$ cat config.mk
export PLATFORM = sky130hd
export DESIGN_NAME = usb_out_arbiter
export DESIGN_NICKNAME = d
export VERILOG_FILES = /design/src/rtl/usb_out_arb_pkg.sv /design/src/rtl/usb_out_arb_rr.sv /design/src/rtl/usb_out_arbiter.sv
export SDC_FILE = /design/constraint.sdc
export NUM_CORES = 1
export LEC_CHECK = 0
export BUFFER_PORTS_ARGS = -buffer_cell sky130_fd_sc_hd__buf_2
export CAP_MARGIN = 15
export CORE_ASPECT_RATIO = 1.1
export CORE_MARGIN = 4
export CORE_UTILIZATION = 50
export CTS_CLUSTER_SIZE = 25
export DETAILED_ROUTE_END_ITERATION = 12
export PLACE_DENSITY = 0.78
export SETUP_SLACK_MARGIN = 0.3
export SYNTH_ARGS = -nofsm -noshare
export SYNTH_HDL_FRONTEND = slang
export SYNTH_HIERARCHICAL = 1
export SYNTH_SLANG_ARGS = --single-unit
$ cat constraint.sdc
create_clock -name ifclk -period 2.6 [get_ports ifclk]
set_clock_uncertainty 0.05 [all_clocks]
set_input_delay 0.26 -clock ifclk [delete_from_list [all_inputs] [get_ports ifclk]]
set_output_delay 0.26 -clock ifclk [all_outputs]
set_load 0.005 [all_outputs]
$ cat src/rtl/usb_out_arb_pkg.sv
// Shared types and default sizing for the EZ-USB output-path arbiter.
package usb_out_arb_pkg;

  // Default maximum 32-bit words per grant and WAIT idle tolerance.
  localparam int MAX_WORDS_DEF    = 256;
  localparam int WAIT_TIMEOUT_DEF = 1024;

  typedef enum logic [2:0] {
    ST_IDLE,
    ST_SEND_LO,
    ST_SEND_HI,
    ST_WAIT,
    ST_PKTEND
  } state_e;

endpackage

$ cat src/rtl/usb_out_arb_rr.sv
// Two-way round-robin selector used on packet boundaries.
module usb_out_arb_rr (
  input  logic valid0,
  input  logic valid1,
  input  logic last_grant,
  output logic grant,
  output logic any
);

  // A lone requester always wins; on contention the one not served last time wins.
  always_comb begin
    any = valid0 | valid1;
    if (valid0 && valid1) begin
      grant = ~last_grant;
    end else begin
      grant = valid1;
    end
  end

endmodule

$ cat src/rtl/usb_out_arbiter.sv
// Packet-level arbiter that serializes two 32-bit word streams onto the
// 16-bit ezusb_io output handshake and closes flagged packets with PKTEND.
module usb_out_arbiter
  import usb_out_arb_pkg::*;
#(
  parameter int MAX_WORDS    = MAX_WORDS_DEF,
  parameter int WAIT_TIMEOUT = WAIT_TIMEOUT_DEF
) (
  input  logic        ifclk,
  input  logic        reset,
  input  logic        enable,
  input  logic [31:0] rq0_data,
  input  logic        rq0_last,
  input  logic        rq0_valid,
  output logic        rq0_ready,
  input  logic [31:0] rq1_data,
  input  logic        rq1_last,
  input  logic        rq1_valid,
  output logic        rq1_ready,
  output logic [15:0] DI,
  output logic        DI_valid,
  input  logic        DI_ready,
  output logic        pktend_arm,
  input  logic        pktend_n,
  output logic        grant,
  output logic        busy,
  output logic [15:0] pkt_cnt0,
  output logic [15:0] pkt_cnt1,
  output logic        timeout_err
);

  localparam int CNT_W = $clog2(MAX_WORDS + 1);
  localparam int TMR_W = $clog2(WAIT_TIMEOUT + 1);
  localparam logic [CNT_W-1:0] CNT_MAX  = CNT_W'(MAX_WORDS);
  localparam logic [TMR_W-1:0] TMR_LAST = TMR_W'(WAIT_TIMEOUT - 1);

  state_e             state_q, state_d;
  logic [31:0]        buf_q, buf_d;
  logic               buf_last_q, buf_last_d;
  logic               grant_q, grant_d;
  logic               last_grant_q, last_grant_d;
  logic [CNT_W-1:0]   word_cnt_q, word_cnt_d;
  logic [TMR_W-1:0]   wait_cnt_q, wait_cnt_d;
  logic [15:0]        pkt_cnt0_q, pkt_cnt0_d;
  logic [15:0]        pkt_cnt1_q, pkt_cnt1_d;
  logic               timeout_err_q, timeout_err_d;

  logic               rr_grant;
  logic               rr_any;
  logic               take_word;
  logic               take_sel;
  logic [31:0]        take_data;
  logic               take_last;
  logic               gnt_valid;

  usb_out_arb_rr u_rr (
    .valid0     (rq0_valid),
    .valid1     (rq1_valid),
    .last_grant (last_grant_q),
    .grant      (rr_grant),
    .any        (rr_any)
  );

  // Decide whether a word is captured this cycle and from which requester.
  always_comb begin
    take_word = 1'b0;
    take_sel  = grant_q;
    gnt_valid = grant_q ? rq1_valid : rq0_valid;
    case (state_q)
      ST_IDLE: begin
        if (enable && rr_any) begin
          take_word = 1'b1;
          take_sel  = rr_grant;
        end
      end
      ST_SEND_HI: begin
        if (DI_ready && !buf_last_q && (word_cnt_q != CNT_MAX) && gnt_valid) begin
          take_word = 1'b1;
        end
      end
      ST_WAIT: begin
        if (gnt_valid) begin
          take_word = 1'b1;
        end
      end
      default: begin
        take_word = 1'b0;
      end
    endcase
    take_data = take_sel ? rq1_data : rq0_data;
    take_last = take_sel ? rq1_last : rq0_last;
  end

  // Next-state, word buffer and bookkeeping counters.
  always_comb begin
    state_d       = state_q;
    buf_d         = buf_q;
    buf_last_d    = buf_last_q;
    grant_d       = grant_q;
    last_grant_d  = last_grant_q;
    word_cnt_d    = word_cnt_q;
    pkt_cnt0_d    = pkt_cnt0_q;
    pkt_cnt1_d    = pkt_cnt1_q;
    timeout_err_d = timeout_err_q;
    case (state_q)
      ST_IDLE: begin
        if (take_word) begin
          state_d      = ST_SEND_LO;
          grant_d      = take_sel;
          last_grant_d = take_sel;
          word_cnt_d   = CNT_W'(1);
        end
      end
      ST_SEND_LO: begin
        if (DI_ready) begin
          state_d = ST_SEND_HI;
        end
      end
      ST_SEND_HI: begin
        if (DI_ready) begin
          if (buf_last_q) begin
            state_d = ST_PKTEND;
            if (grant_q) begin
              pkt_cnt1_d = pkt_cnt1_q + 16'd1;
            end else begin
              pkt_cnt0_d = pkt_cnt0_q + 16'd1;
            end
          end else if (word_cnt_q == CNT_MAX) begin
            state_d = ST_IDLE;
          end else if (take_word) begin
            state_d    = ST_SEND_LO;
            word_cnt_d = word_cnt_q + CNT_W'(1);
          end else begin
            state_d = ST_WAIT;
          end
        end
      end
      ST_WAIT: begin
        if (take_word) begin
          state_d    = ST_SEND_LO;
          word_cnt_d = word_cnt_q + CNT_W'(1);
        end else if (wait_cnt_q == TMR_LAST) begin
          state_d       = ST_IDLE;
          timeout_err_d = 1'b1;
        end
      end
      ST_PKTEND: begin
        if (!pktend_n) begin
          state_d = ST_IDLE;
        end
      end
      default: begin
        state_d = ST_IDLE;
      end
    endcase
    if (take_word) begin
      buf_d      = take_data;
      buf_last_d = take_last;
    end
    if (state_d != state_q) begin
      wait_cnt_d = '0;
    end else if (state_q == ST_WAIT) begin
      wait_cnt_d = wait_cnt_q + TMR_W'(1);
    end else begin
      wait_cnt_d = '0;
    end
  end

  // Outputs depend only on registered state, except ready which follows the capture decision.
  always_comb begin
    DI         = 16'h0000;
    DI_valid   = 1'b0;
    pktend_arm = 1'b0;
    case (state_q)
      ST_SEND_LO: begin
        DI       = buf_q[15:0];
        DI_valid = 1'b1;
      end
      ST_SEND_HI: begin
        DI       = buf_q[31:16];
        DI_valid = 1'b1;
      end
      ST_PKTEND: begin
        pktend_arm = 1'b1;
      end
      default: begin
        DI_valid = 1'b0;
      end
    endcase
    rq0_ready   = take_word && !take_sel;
    rq1_ready   = take_word && take_sel;
    busy        = (state_q != ST_IDLE);
    grant       = grant_q;
    pkt_cnt0    = pkt_cnt0_q;
    pkt_cnt1    = pkt_cnt1_q;
    timeout_err = timeout_err_q;
  end

  // State register; reset discards any held word without issuing PKTEND.
  always_ff @(posedge ifclk) begin
    if (reset) begin
      state_q       <= ST_IDLE;
      buf_q         <= '0;
      buf_last_q    <= 1'b0;
      grant_q       <= 1'b0;
      last_grant_q  <= 1'b1;
      word_cnt_q    <= '0;
      wait_cnt_q    <= '0;
      pkt_cnt0_q    <= '0;
      pkt_cnt1_q    <= '0;
      timeout_err_q <= 1'b0;
    end else begin
      state_q       <= state_d;
      buf_q         <= buf_d;
      buf_last_q    <= buf_last_d;
      grant_q       <= grant_d;
      last_grant_q  <= last_grant_d;
      word_cnt_q    <= word_cnt_d;
      wait_cnt_q    <= wait_cnt_d;
      pkt_cnt0_q    <= pkt_cnt0_d;
      pkt_cnt1_q    <= pkt_cnt1_d;
      timeout_err_q <= timeout_err_d;
    end
  end

endmodule
### Word level (Yosys, flattened, before mapping)

Cells that the tools add are included.

| cells by class | value |
|---|---|
| reduce and logical (&&, ||, !) cells | 19 |
| add/subtract/negate cells | 4 |
| bitwise gates (word level) | 5 |
| equal/unequal tests | 12 |
| shift-type cells | 0 |
| order comparisons | 0 |
| div/mod/pow operators | 0 |
| $mul | 0 |
| muxes and demuxes | 29 |

Operators by type and width:

| operator | number |
|---|---|
| $mux 9 | 5 |
| $add 16x1->16 const B | 2 |
| $mux 32 | 1 |
| $pmux 16 s2 | 1 |
| $pmux 9 s3 | 1 |
| $mux 3 | 7 |
| $pmux 3 s5 | 1 |
| $add 11x1->11 const B | 1 |
| $eq 11x10->1 const B | 1 |
| $mux 1 | 10 |
| $add 9x1->9 const B | 1 |
| $eq 9x9->1 const B | 1 |
| $ne 9x9->1 const B | 1 |
| $ne 2x2->1 const B | 4 |
| $reduce_and 4->1 | 2 |
| $logic_and 1x1->1 | 7 |
| $eq 3x2->1 const B | 2 |
| $reduce_bool 3->1 | 2 |
| $reduce_and 5->1 | 1 |
| $mux 2 | 2 |
| $not 1->1 | 4 |
| $eq 3x1->1 const B | 1 |
| $eq 3x3->1 const B | 1 |
| $logic_not 3->1 | 1 |
| other kinds (8) | 9 |

| word-level totals | value |
|---|---|
| ROM bits | 0 |
| input port bits | 73 |
| memories | 0 |
| logic and storage cells | 79 |
| output and inout port bits | 55 |
| latch bits | 0 |
| bits in writable memories | 0 |
| flip-flop bits (word level) | 91 |

### Longest topological paths before layout

Gate-level depths: netlist (run 1).

| depth | value |
|---|---|
| word-level depth | 13 |
| depth in mapped cells | 10 |
| depth with buffers taken out | 7 |

### Hierarchy

Netlist (run 1), hierarchy kept.

Modules (own cells, without submodules):

| module | cells each | seq. area each (um^2) | times used | area each (um^2) |
|---|---|---|---|---|
| usb_out_arbiter | 465 | 1821.7 | 1 | 4282.9 |
| usb_out_arb_rr | 2 | 0.0 | 1 | 13.8 |

### Worst setup path after synthesis (run 1)

Ideal clock, no wire load.

| timing | value |
|---|---|
| path kind | register to register |
| start point | register state_q[2] |
| end point | register buf_q[11] |
| path buffers | 3 |
| library setup time | 119 ps |
| cell stages (with the launch flop) | 9 |
| clock period less this slack | 2377 ps |
| slack | 223 ps |
| required time | 2431 ps |
| data arrival time | 2208 ps |
| path through | dfxtp_1 > buf_6 > or3_1 > nor2_1 > mux2i_1 > buf_2 > clkbuf_1 > mux2i_1 > o2bb2ai_1 |

| on the way | value |
|---|---|
| cells in the longest elaborated chain, start to end | 3 |
| elaborated cells on any way between the ends | 6 |

Ends and longest elaborated chain:

| element | line | text |
|---|---|---|
| from (decl) | usb_out_arbiter.sv:37 | `state_e state_q, state_d;` |
| from (signal assigned) | usb_out_arbiter.sv:213 | `state_q <= state_d;` |
| $logic_not 3->1 | usb_out_arbiter.sv:69 | `case (state_q)` |
| $mux 1 | usb_out_arbiter.sv:69 |  |
| $mux 32 | usb_out_arbiter.sv:90 | `take_data = take_sel ? rq1_data : rq0_data;` |
| to (signal assigned) | usb_out_arbiter.sv:214 | `buf_q <= buf_d;` |
| to (decl) | usb_out_arbiter.sv:38 | `logic [31:0] buf_q, buf_d;` |

Parallel ways exist; a longest one is shown, timed or not.
A chain may end at the register's enable or synchronous reset.

### Final worst setup path (run 1)

| timing | value |
|---|---|
| start point | register word_cnt_q[0] |
| end point | output port rq0_ready |

| on the way | value |
|---|---|
| cells in the longest elaborated chain, start to end | 6 |

Ends and longest elaborated chain:

| element | line | text |
|---|---|---|
| from (decl) | usb_out_arbiter.sv:42 | `logic [CNT_W-1:0] word_cnt_q, word_cnt_d;` |
| from (signal assigned) | usb_out_arbiter.sv:218 | `word_cnt_q <= word_cnt_d;` |
| $ne 9x9->1 | usb_out_arbiter.sv:77 | `if (DI_ready && !buf_last_q && (word_cnt_q != CNT_MAX) && gnt_valid) begin` |
| $logic_and 1x1->1 (2 in a row) | usb_out_arbiter.sv:77 |  |
| $mux 1 | usb_out_arbiter.sv:77 |  |
| $pmux 1 s3 | usb_out_arbiter.sv:69 |  |
| $logic_and 1x1->1 | usb_out_arbiter.sv:190 | `rq0_ready = take_word && !take_sel;` |
| to (decl) | usb_out_arbiter.sv:15 | `output logic rq0_ready,` |

No other way between the ends.

==> results.ini, run 1 <==
[worst_setup_path]
crit_fanout=3
regToRegStartpoint=word_cnt_q[0]
end_kind=output pin
cp.arrival_ns=1.98
startpoint=word_cnt_q[0]
crit_type=reg2out
worstPathRequired_ns=2.29
crit_path_start_kind=flip-flop

[routing]
viasPerCell=5.550
drt_iter0_markers=210
finalWirelength_mm=11.23
final_antenna_net_count=0
wl_per_cell_um=15.64
drt_pass1_iterations=6
vias=3985
drc=0

[placement]
dpl.hpwl_mm=7.749
gp_congestion=0.8541
port_buffers=127
pre_cts_ws_ns=0.2457
dpl.cell_count=685

[timing]
holdWs_ns=0.1086
rsz0062_at_grt=true
worst_slack_ns=0.3134
tns_ns=0
worst_slew_pin_slew_ns=0.8614
setup_viol=0
drv_slew=0
fmax_mhz=437.3
min_period_ns=2.287
period_share_pct=87.95
finalHoldViolCount=0
relSlewSlack_pct=42.57

[yosys]
synth_cells=467
yosysSeqAreaShare_pct=42.40
ys_types=49
yosys_warnings=6
synth_mux_area_share_pct=8.620
synthArstFlopShare_pct=0
synth-compound-area-share_pct=15.81
synthXorXnorAreaFrac_pct=6.727
synth_top_family_by_area=simple AND/OR/NAND/NOR gates
synth-main-ff-cell=dfxtp_1
syn_avg_cell_area_um2=9.200
synth_edf_count=0
synth_nets=545
synthSimpleGateAreaFrac_pct=20.59
netlist_area_mm2=0.004297
ys_seq_elements=91
synth-adder-area-share_pct=1.456

[power_and_ir_drop]
p_comb_share_pct=17.2
power_frac_clock_pct=30.9
power.leakage_nw=2.432
power_density_mw_per_mm2=526.9
seqPwrFrac_pct=51.9
power_w=0.002874
p_switching_w=0.0007980
swShare_pct=27.77
ir_drop_mv=0.3455
cellInternalPower_w=0.002076

[layout]
fill_cells=690
antenna_cells=0
drive_gt1_share_pct=31.63
final_cell_mix=127 x buf_2, 88 x dfxtp_1, 53 x nor2_1
final_cells=718
final_common_cell=buf_2
area.growth.synth_to_final_pct=26.94
layout.nets=680

[die]
ioPinCount=128
rows=35
die_h_um=105.2
die_w_um=96.39
dieArea_mm2=0.01014
initial_core_util_pct=51.37
core_area_mm2=0.008364

[clock_network]
clockBufferDepth=2
cts_tree=built
cts.sinks=91
cts_inserted_buffers=9
clkLatencyLatePin_ns=0.36
clock-root-buffer=clkbuf_8
clk_pin_slew_ns=0.09
h-tree-depth=3

[grt]
gr-total-overflow=0
antenna_found_initial=0
grt_pass1_vias=3784
grt_max_degree=47
grt_pass1_wl_mm=17.60
grt_usage_pct=21.73

[outcome]
outcome=completed

[min_path]
hold_class=in2reg
hp-start=rq1_data[16]

[run]
drv_cap=0

==> worst paths after layout <==
| path | to | slack (ns) | cells past startpoint |
|---|---|---|---|
| hold / removal | buf_q[16] | 0.11 | 3 |
| setup reg to reg | word_cnt_q[2] | 0.35 | 9 |
| hold reg to reg | wait_cnt_q[0] | 0.41 | 1 |
| setup / recovery | rq0_ready | 0.31 | 8 |
==> power groups by stage <==
stage	sequential, W	clock (W)	combinational [W]
floorplan	0.00151	0	0.000261
global route	0.00150	0.000955	0.000530
global placement	0.00152	0	0.000397
finish	0.00149	0.000888	0.000493
CTS	0.00149	0.000899	0.000464
detailed placement	0.00152	0	0.000407
==> timing repair <==
item                       4_1_cts  5_1_grt
pin swaps                        5        5
gates cloned                     1        0
setup buffers                   11        5
setup endpoints to repair       48       44
hold buffers                     0        0
gates resized for setup         13        5
==> cell families after synthesis <==
kind of cell,after synthesis
AOI/OAI and AO/OA,91
adders and majority gates,5
muxes,37
buffers and inverters,42
and+or+nand+nor,168
xor gates and xnor gates,33
DFF,91
==> flip-flops by register name, indices dropped and copies added (netlist names) <==
register,cells
buf_q,32
pkt_cnt0,16
pkt_cnt1,16
wait_cnt_q,11
word_cnt_q,9
state_q,3
buf_last_q,1
grant,1
last_grant_q,1
timeout_err,1
==> metrics by stage <==
stage | instance area (µm²) | util [%]
global route | 5454 | 65.21
CTS | 5376 | 64.28
detailed placement | 5046 | 60.33
finish | 5454 | 65.21
global placement | 5046 | 60.33
floorplan | 4299 | -
==> layout make-up <==
cell class                 instances  area (µm²)  area share [%]
sequential                        91        1828           33.52
inverter                          11       41.29          0.7571
tap                              111       138.9           2.546
timing repair buffer             155       919.6           16.86
multi-input combinational        334        2349           43.06
clock inverter                     5       36.28          0.6653
clock buffer                      11       141.4           2.592
==> routing by layer <==
layer / track usage [%] / routed length (µm) / vias to the layer above
met1: 27.55 / 4624 / 1860
met3: 5.639 / 1000 / 20
li1: - / - / 1944
met5: 0 / 0 / -
met4: 7.014 / 203 / 0
met2: 35.62 / 5401 / 161
==> cell usage after synthesis (3+ instances only) <==
cell type,instances,area share [%]
xor2_1,13,2.6
buf_6,3,0.79
dfxtp_1,91,42
or3_1,11,1.6
nand4_1,7,1.0
nand2_1,27,2.4
nor2b_1,6,0.87
a21oi_1,14,1.6
mux2i_1,37,8.6
and3_1,4,0.58
buf_2,7,0.82
nor2_1,54,4.7
a22o_1,16,3.3
ha_1,5,1.5
xnor2_1,20,4.1
buf_1,5,0.44
o2bb2ai_1,33,6.7
nor3_1,14,1.6
nand3_1,20,2.3
inv_1,11,0.96
clkbuf_1,16,1.4
o21ai_0,15,1.7
==> critical path, stage by stage (launching register included) <==
cell and delay, ns:
dfxtp_2 0.33, inv_1 0.06, ha_1 0.19, nor4b_2 0.18, a2111oi_4 0.36, o21ai_2 0.14, buf_6 0.15, nor2b_1 0.09
buf_2 0.11
No activity file was read; power rests on OpenSTA's default activity.
==> run 2: changes to the inputs <==
clock period = 2.25 ns   (was 2.6 ns; I/O delays follow)
==> results.ini, run 2 (same netlist as run 1, synthesis figures left out) <==
[outcome]
outcome=finished with violations
violations=setup timing

[layout]
area.growth.synth_to_final_pct=53.29
largest_reg_flops=32  ; unchanged
layout.nets=708  ; +4.1%
drive_gt1_share_pct=48.98  ; +17 points
final_cell_mix=128 x buf_2, 83 x dfxtp_1, 50 x nor2_1
top_register=buf_q
final_common_cell=buf_2
antenna_cells=0  ; unchanged
final_core_util_pct=78.74  ; +14 points
final_cells=746  ; +3.9%

[die]
dieArea_mm2=0.01014  ; unchanged
rows=35  ; unchanged
die_h_um=105.2  ; unchanged
die_w_um=96.39  ; unchanged
core_area_mm2=0.008364  ; unchanged
ioPinCount=128  ; unchanged
initial_core_util_pct=51.37  ; unchanged

[grt]
grt_max_degree=26  ; -45%
gr-total-overflow=0  ; unchanged
grtUsageMet1_pct=30.17  ; +2.6 points
grt_pass1_wl_mm=20.36  ; +16%
grt_usage_pct=25.30  ; +3.6 points
grt_busiest_layer=met2
met2_usage_pct=42.97  ; +7.4 points
grt_util_met3_pct=5.425  ; -0.21 points
grt_pass1_vias=4209  ; +11%
antenna_found_initial=0  ; unchanged

[timing]
fmax_mhz=438.2
rsz0062_at_grt=true
holdWs_ns=0.07445  ; -0.03416 ns
worst_slew_pin_slew_ns=0.5377  ; -0.3237 ns
min_period_ns=2.282
period_share_pct=101.4
drv_slew=0  ; unchanged
relSlewSlack_pct=64.15  ; +22 points
setup_viol=2  ; +2
worst_slack_ns=-0.03222  ; -0.3456 ns
finalHoldViolCount=0  ; unchanged

[clock_network]
clock-root-buffer=clkbuf_8
clk_pin_slew_ns=0.11  ; +0.02 ns
clkLatencyLatePin_ns=0.37  ; about the same
h-tree-depth=3  ; unchanged
clockBufferDepth=2  ; unchanged
cts.sinks=91  ; unchanged
cts_tree=built
cts_inserted_buffers=9  ; unchanged
postCtsHoldBufs=0  ; unchanged

[power_and_ir_drop]
cellInternalPower_w=0.002713  ; +31%
seqPwrFrac_pct=45.1  ; -6.8 points
power_density_mw_per_mm2=590.5  ; +12%
power_w=0.003889  ; +35%
p_switching_w=0.001176  ; +47%
power.leakage_nw=2.793  ; +15%
ir_drop_mv=0.4362  ; +26%
p_comb_share_pct=25.1  ; +7.9 points
power_frac_clock_pct=29.9  ; -1.0 points
swShare_pct=30.24  ; +2.5 points

[routing]
drt_pass1_iterations=6  ; unchanged
wl_per_cell_um=21.71  ; +39%
drt_iter0_markers=398  ; +90%
final_antenna_net_count=0  ; unchanged
vias=4528  ; +14%
finalWirelength_mm=16.20  ; +44%
viasPerCell=6.070  ; +9.4%
drc=0  ; unchanged

[worst_setup_path]
crit_slowest_cell=or3_4
max_stage_delay_ns=0.40  ; +0.04 ns
crit_family=simple AND/OR/NAND/NOR gates
crit_path_start_kind=flip-flop
end_kind=output pin
crit_chain=or3_4 -> nor2_4 -> mux2i_4 -> buf_12 -> nor2b_1 -> buf_2
worstPathRequired_ns=1.98  ; -0.31 ns
cp.arrival_ns=2.01  ; +0.03 ns
critPathBufInv=2  ; -1
crit_fanout=7  ; +4
crit_type=reg2out

[placement]
gp_congestion=0.8499  ; -0.49%
dpl.cell_count=697  ; +1.8%
dpl.hpwl_mm=7.917  ; +2.2%
port_buffers=127  ; unchanged

[min_path]
hold_class=in2reg

[run]
drv_cap=0  ; unchanged

-- run 2: cell count changes in the layout (fill, tap and decap cells not counted), sizes merged --
cell	delta
clkinvlp	+1
buf	+25
clkinv	-1
bufinv	+1
clkbuf	+2
-- run 2: power groups by stage --
stage / combinational [W] / sequential, W / clock, W
detailed placement: 0.000509 / 0.00176 / 0
floorplan: 0.000332 / 0.00174 / 0
finish: 0.000974 / 0.00175 / 0.00116
global placement: 0.000494 / 0.00176 / 0
CTS: 0.000704 / 0.00173 / 0.00115
global route: 0.00101 / 0.00176 / 0.00123
-- run 2: layer usage --
layer / vias up / part of all wire [%]
li1: 2012 / -
met4: 0 / 4.9
met1: 2160 / 35
met5: - / 0
met3: 77 / 6.8
met2: 279 / 53
-- run 2: layout make-up --
type                    instances  area, µm²
inverters                      11      41.29
clock buffers                  10      127.6
well taps                     111      138.9
fillers                       501       1778
flip-flops and latches         91       1834
clock inverters                 6      76.32
multi-input cells             334       3030
repair buffers                183       1338
-- run 2: stage by stage --
| stage | area [µm²] | TNS, ns | worst slack [ns] |
|---|---|---|---|
| 6_report | 6586 | -0.05343 | -0.03222 |
| 4_1_cts | 5841 | 0 | 0.08521 |
| 3_5_place_dp | 5180 | 0 | 0.02628 |
| 5_1_grt | 6586 | -0.1151 | -0.07315 |
| 3_3_place_gp | 5180 | 0 | 0.09213 |
| 2_1_floorplan | 4388 | 0 | 0.1481 |
-- run 2: worst paths after layout --
path	start	end	slack, ns	cells past startpoint
setup / recovery	state_q[1]	rq0_ready	-0.03	6
hold / removal	rq1_data[26]	buf_q[26]	0.07	3
setup reg to reg	state_q[1]	buf_q[28]	-0.02	8
hold reg to reg	wait_cnt_q[0]	wait_cnt_q[0]	0.43	1
-- run 2: worst reg2reg max path, cell delays in order, from the launching register on --
cell,delay (ns)
dfxtp_4,0.38
or3_4,0.40
nor2_4,0.14
mux2i_4,0.29
buf_12,0.14
buf_4,0.12
buf_16,0.16
mux2i_1,0.37
o2bb2ai_2,0.12
-- run 2: repair_timing --
| action | in CTS | in global routing |
|---|---|---|
| buffers inserted | 16 | 6 |
| cloned | 7 | 4 |
| resized for setup | 52 | 109 |
| endpoints found under the setup margin | 74 | 83 |
| pin swaps | 30 | 26 |
==> run 3: changes to the inputs <==
CORE_UTILIZATION = 35   (was 50)
PLACE_DENSITY = default   (was 0.78)
==> results.ini, run 3 (same netlist as run 1, synthesis figures left out) <==
[outcome]
outcome=completed

[timing]
period_share_pct=97.12  ; -4.3 points
rsz0062_at_grt=true
drv_slew=0  ; unchanged
setup_viol=0  ; -2
fmax_mhz=457.6  ; +4.4%
min_period_ns=2.185  ; -0.09712 ns
finalHoldViolCount=0  ; unchanged
tns_ns=0  ; +0.05343 ns
holdWs_ns=0.09059  ; +0.01614 ns
relSlewSlack_pct=74.00  ; +9.8 points
worst_slew_pin_slew_ns=0.3791  ; -0.1586 ns

[grt]
grt_pass1_wl_mm=19.99  ; -1.8%
gr-total-overflow=0  ; unchanged
grt_max_degree=33  ; +27%
antenna_found_initial=0  ; unchanged
grt_pass1_vias=4124  ; -2.0%
grt_usage_pct=17.48  ; -7.8 points

[layout]
final_area_mm2=0.006620  ; +0.51%
top_register=buf_q
multi_input_area_mm2=0.002759  ; -9.0%
antenna_cells=0  ; unchanged
area.growth.synth_to_final_pct=54.08
final_common_cell=buf_2
largest_reg_flops=32  ; unchanged
seqCellArea_mm2=0.001834  ; unchanged
fill_cells=1046  ; +110%
final_cells=799  ; +7.1%
layout.nets=718  ; +1.4%
final_cell_mix=127 x buf_2, 83 x dfxtp_1, 51 x nor2_1
drive_gt1_share_pct=45.27  ; -3.7 points

[power_and_ir_drop]
ir_drop_mv=0.4174  ; -4.3%
power_frac_clock_pct=36.8  ; +6.9 points
swShare_pct=26.13  ; -4.1 points
seqPwrFrac_pct=41.0  ; -4.1 points
p_switching_w=0.001107  ; -5.9%
cellInternalPower_w=0.003129  ; +15%
power_w=0.004236  ; +8.9%
p_comb_share_pct=22.2  ; -2.9 points
power.leakage_nw=2.884  ; +3.3%
power_density_mw_per_mm2=639.9  ; +8.4%

[routing]
finalWirelength_mm=13.50  ; -17%
drc=0  ; unchanged
vias=4150  ; -8.3%
drt_iter0_markers=190  ; -52%
drt_pass1_iterations=4  ; -2
final_antenna_net_count=0  ; unchanged
wl_per_cell_um=16.90  ; -22%
viasPerCell=5.194  ; -14%

[die]
ioPinCount=128  ; unchanged
dieArea_mm2=0.01411  ; +39%
rows=42  ; +20%
core_area_mm2=0.01203  ; +44%
die_h_um=124.2  ; +18%
initial_core_util_pct=35.70  ; -16 points
die_w_um=113.6  ; +18%

[placement]
port_buffers=127  ; unchanged
dpl-instance-area_mm2=0.005246  ; +1.3%
gp_congestion=0.8328  ; -2.0%
dpl.hpwl_mm=8.126  ; +2.6%
dpl.cell_count=740  ; +6.2%

[worst_setup_path]
worstPathRequired_ns=2.47  ; +0.49 ns
crit_type=reg2reg
crit_path_start_kind=flip-flop
crit_fanout=8  ; +1
cp.arrival_ns=2.40  ; +0.39 ns
end_kind=flip-flop

[run]
drv_cap=0  ; unchanged

[clock_network]
clockBufferDepth=2  ; unchanged
clk_pin_slew_ns=0.07  ; -0.04 ns
cts_inserted_buffers=9  ; unchanged
clkLatencyLatePin_ns=0.34  ; -0.03 ns
cts_tree=built
cts.sinks=91  ; unchanged
clock-root-buffer=clkbuf_16
h-tree-depth=3  ; unchanged

[min_path]
hold_class=in2reg

[run 3: cell count changes in the layout (fill, tap and decap cells not counted), moves of 3 or more]
cell	change
nor3_4	-3
mux2i_1	+14
o2bb2ai_4	-5
clkbuf_8	-7
buf_4	+5
buf_12	+5
nor3_1	+4
o2bb2ai_1	+11
clkbuf_16	+11
mux2i_2	-10
mux2i_4	-4
o2bb2ai_2	-6
[run 3: area by class of cell]
class                           instances  share of cell area, %
Clock inverter                          4                 0.7371
Sequential cell                        91                  27.71
Clock buffer                           12                  3.875
Timing Repair Buffer                  193                  22.47
Inverter                               11                 0.6237
Tap cell                              154                  2.911
Multi-Input combinational cell        334                  41.67
[run 3: timing repair]
action                     4_1_cts  5_1_grt
pin swaps                       14       41
hold buffers                     0        0
setup buffers                   15       16
gates resized for setup         46       79
cloned                           6        6
setup endpoints to repair       68       75
[run 3: path summary, 6_finish.rpt]
kind                         to           from  slack (ns)  cells past startpoint
setup / recovery      buf_q[12]     state_q[0]        0.06                      8
hold / removal        buf_q[11]   rq1_data[11]        0.09                      3
setup reg to reg      buf_q[12]     state_q[0]        0.06                      8
hold reg to reg   wait_cnt_q[0]  wait_cnt_q[0]        0.40                      1
[run 3: metrics by stage]
stage	setup WS, ns	util (%)
floorplan	0.1481	-
finish	0.06489	55.01
global placement	0.1546	43.60
detailed placement	0.1027	43.60
global route	-0.01259	55.01
CTS	0.07733	49.74
[run 3: power groups by stage]
stage	Clock, W	Sequential (W)	Combinational, W
after CTS	0.00159	0.00173	0.000692
after global routing	0.00165	0.00175	0.000994
after global placement	0	0.00176	0.000509
after floorplan	0	0.00174	0.000332
final	0.00156	0.00174	0.000941
after detailed placement	0	0.00176	0.000516
[run 3: critical path, stage by stage (launching register included)]
cell,delay [ns]
dfxtp_4,0.35
or3b_4,0.44
a2111oi_4,0.24
o21ai_2,0.11
buf_4,0.15
or2_4,0.30
buf_12,0.15
buf_16,0.13
o2bb2ai_1,0.17
[run 3: routing by layer]
metal	vias up	wire, µm	global-route usage (%)
li1	2033	-	-
met1	1965	5692	21.96
met2	127	6645	28.63
met3	25	800	4.576
met4	0	365	6.365
met5	-	0	0
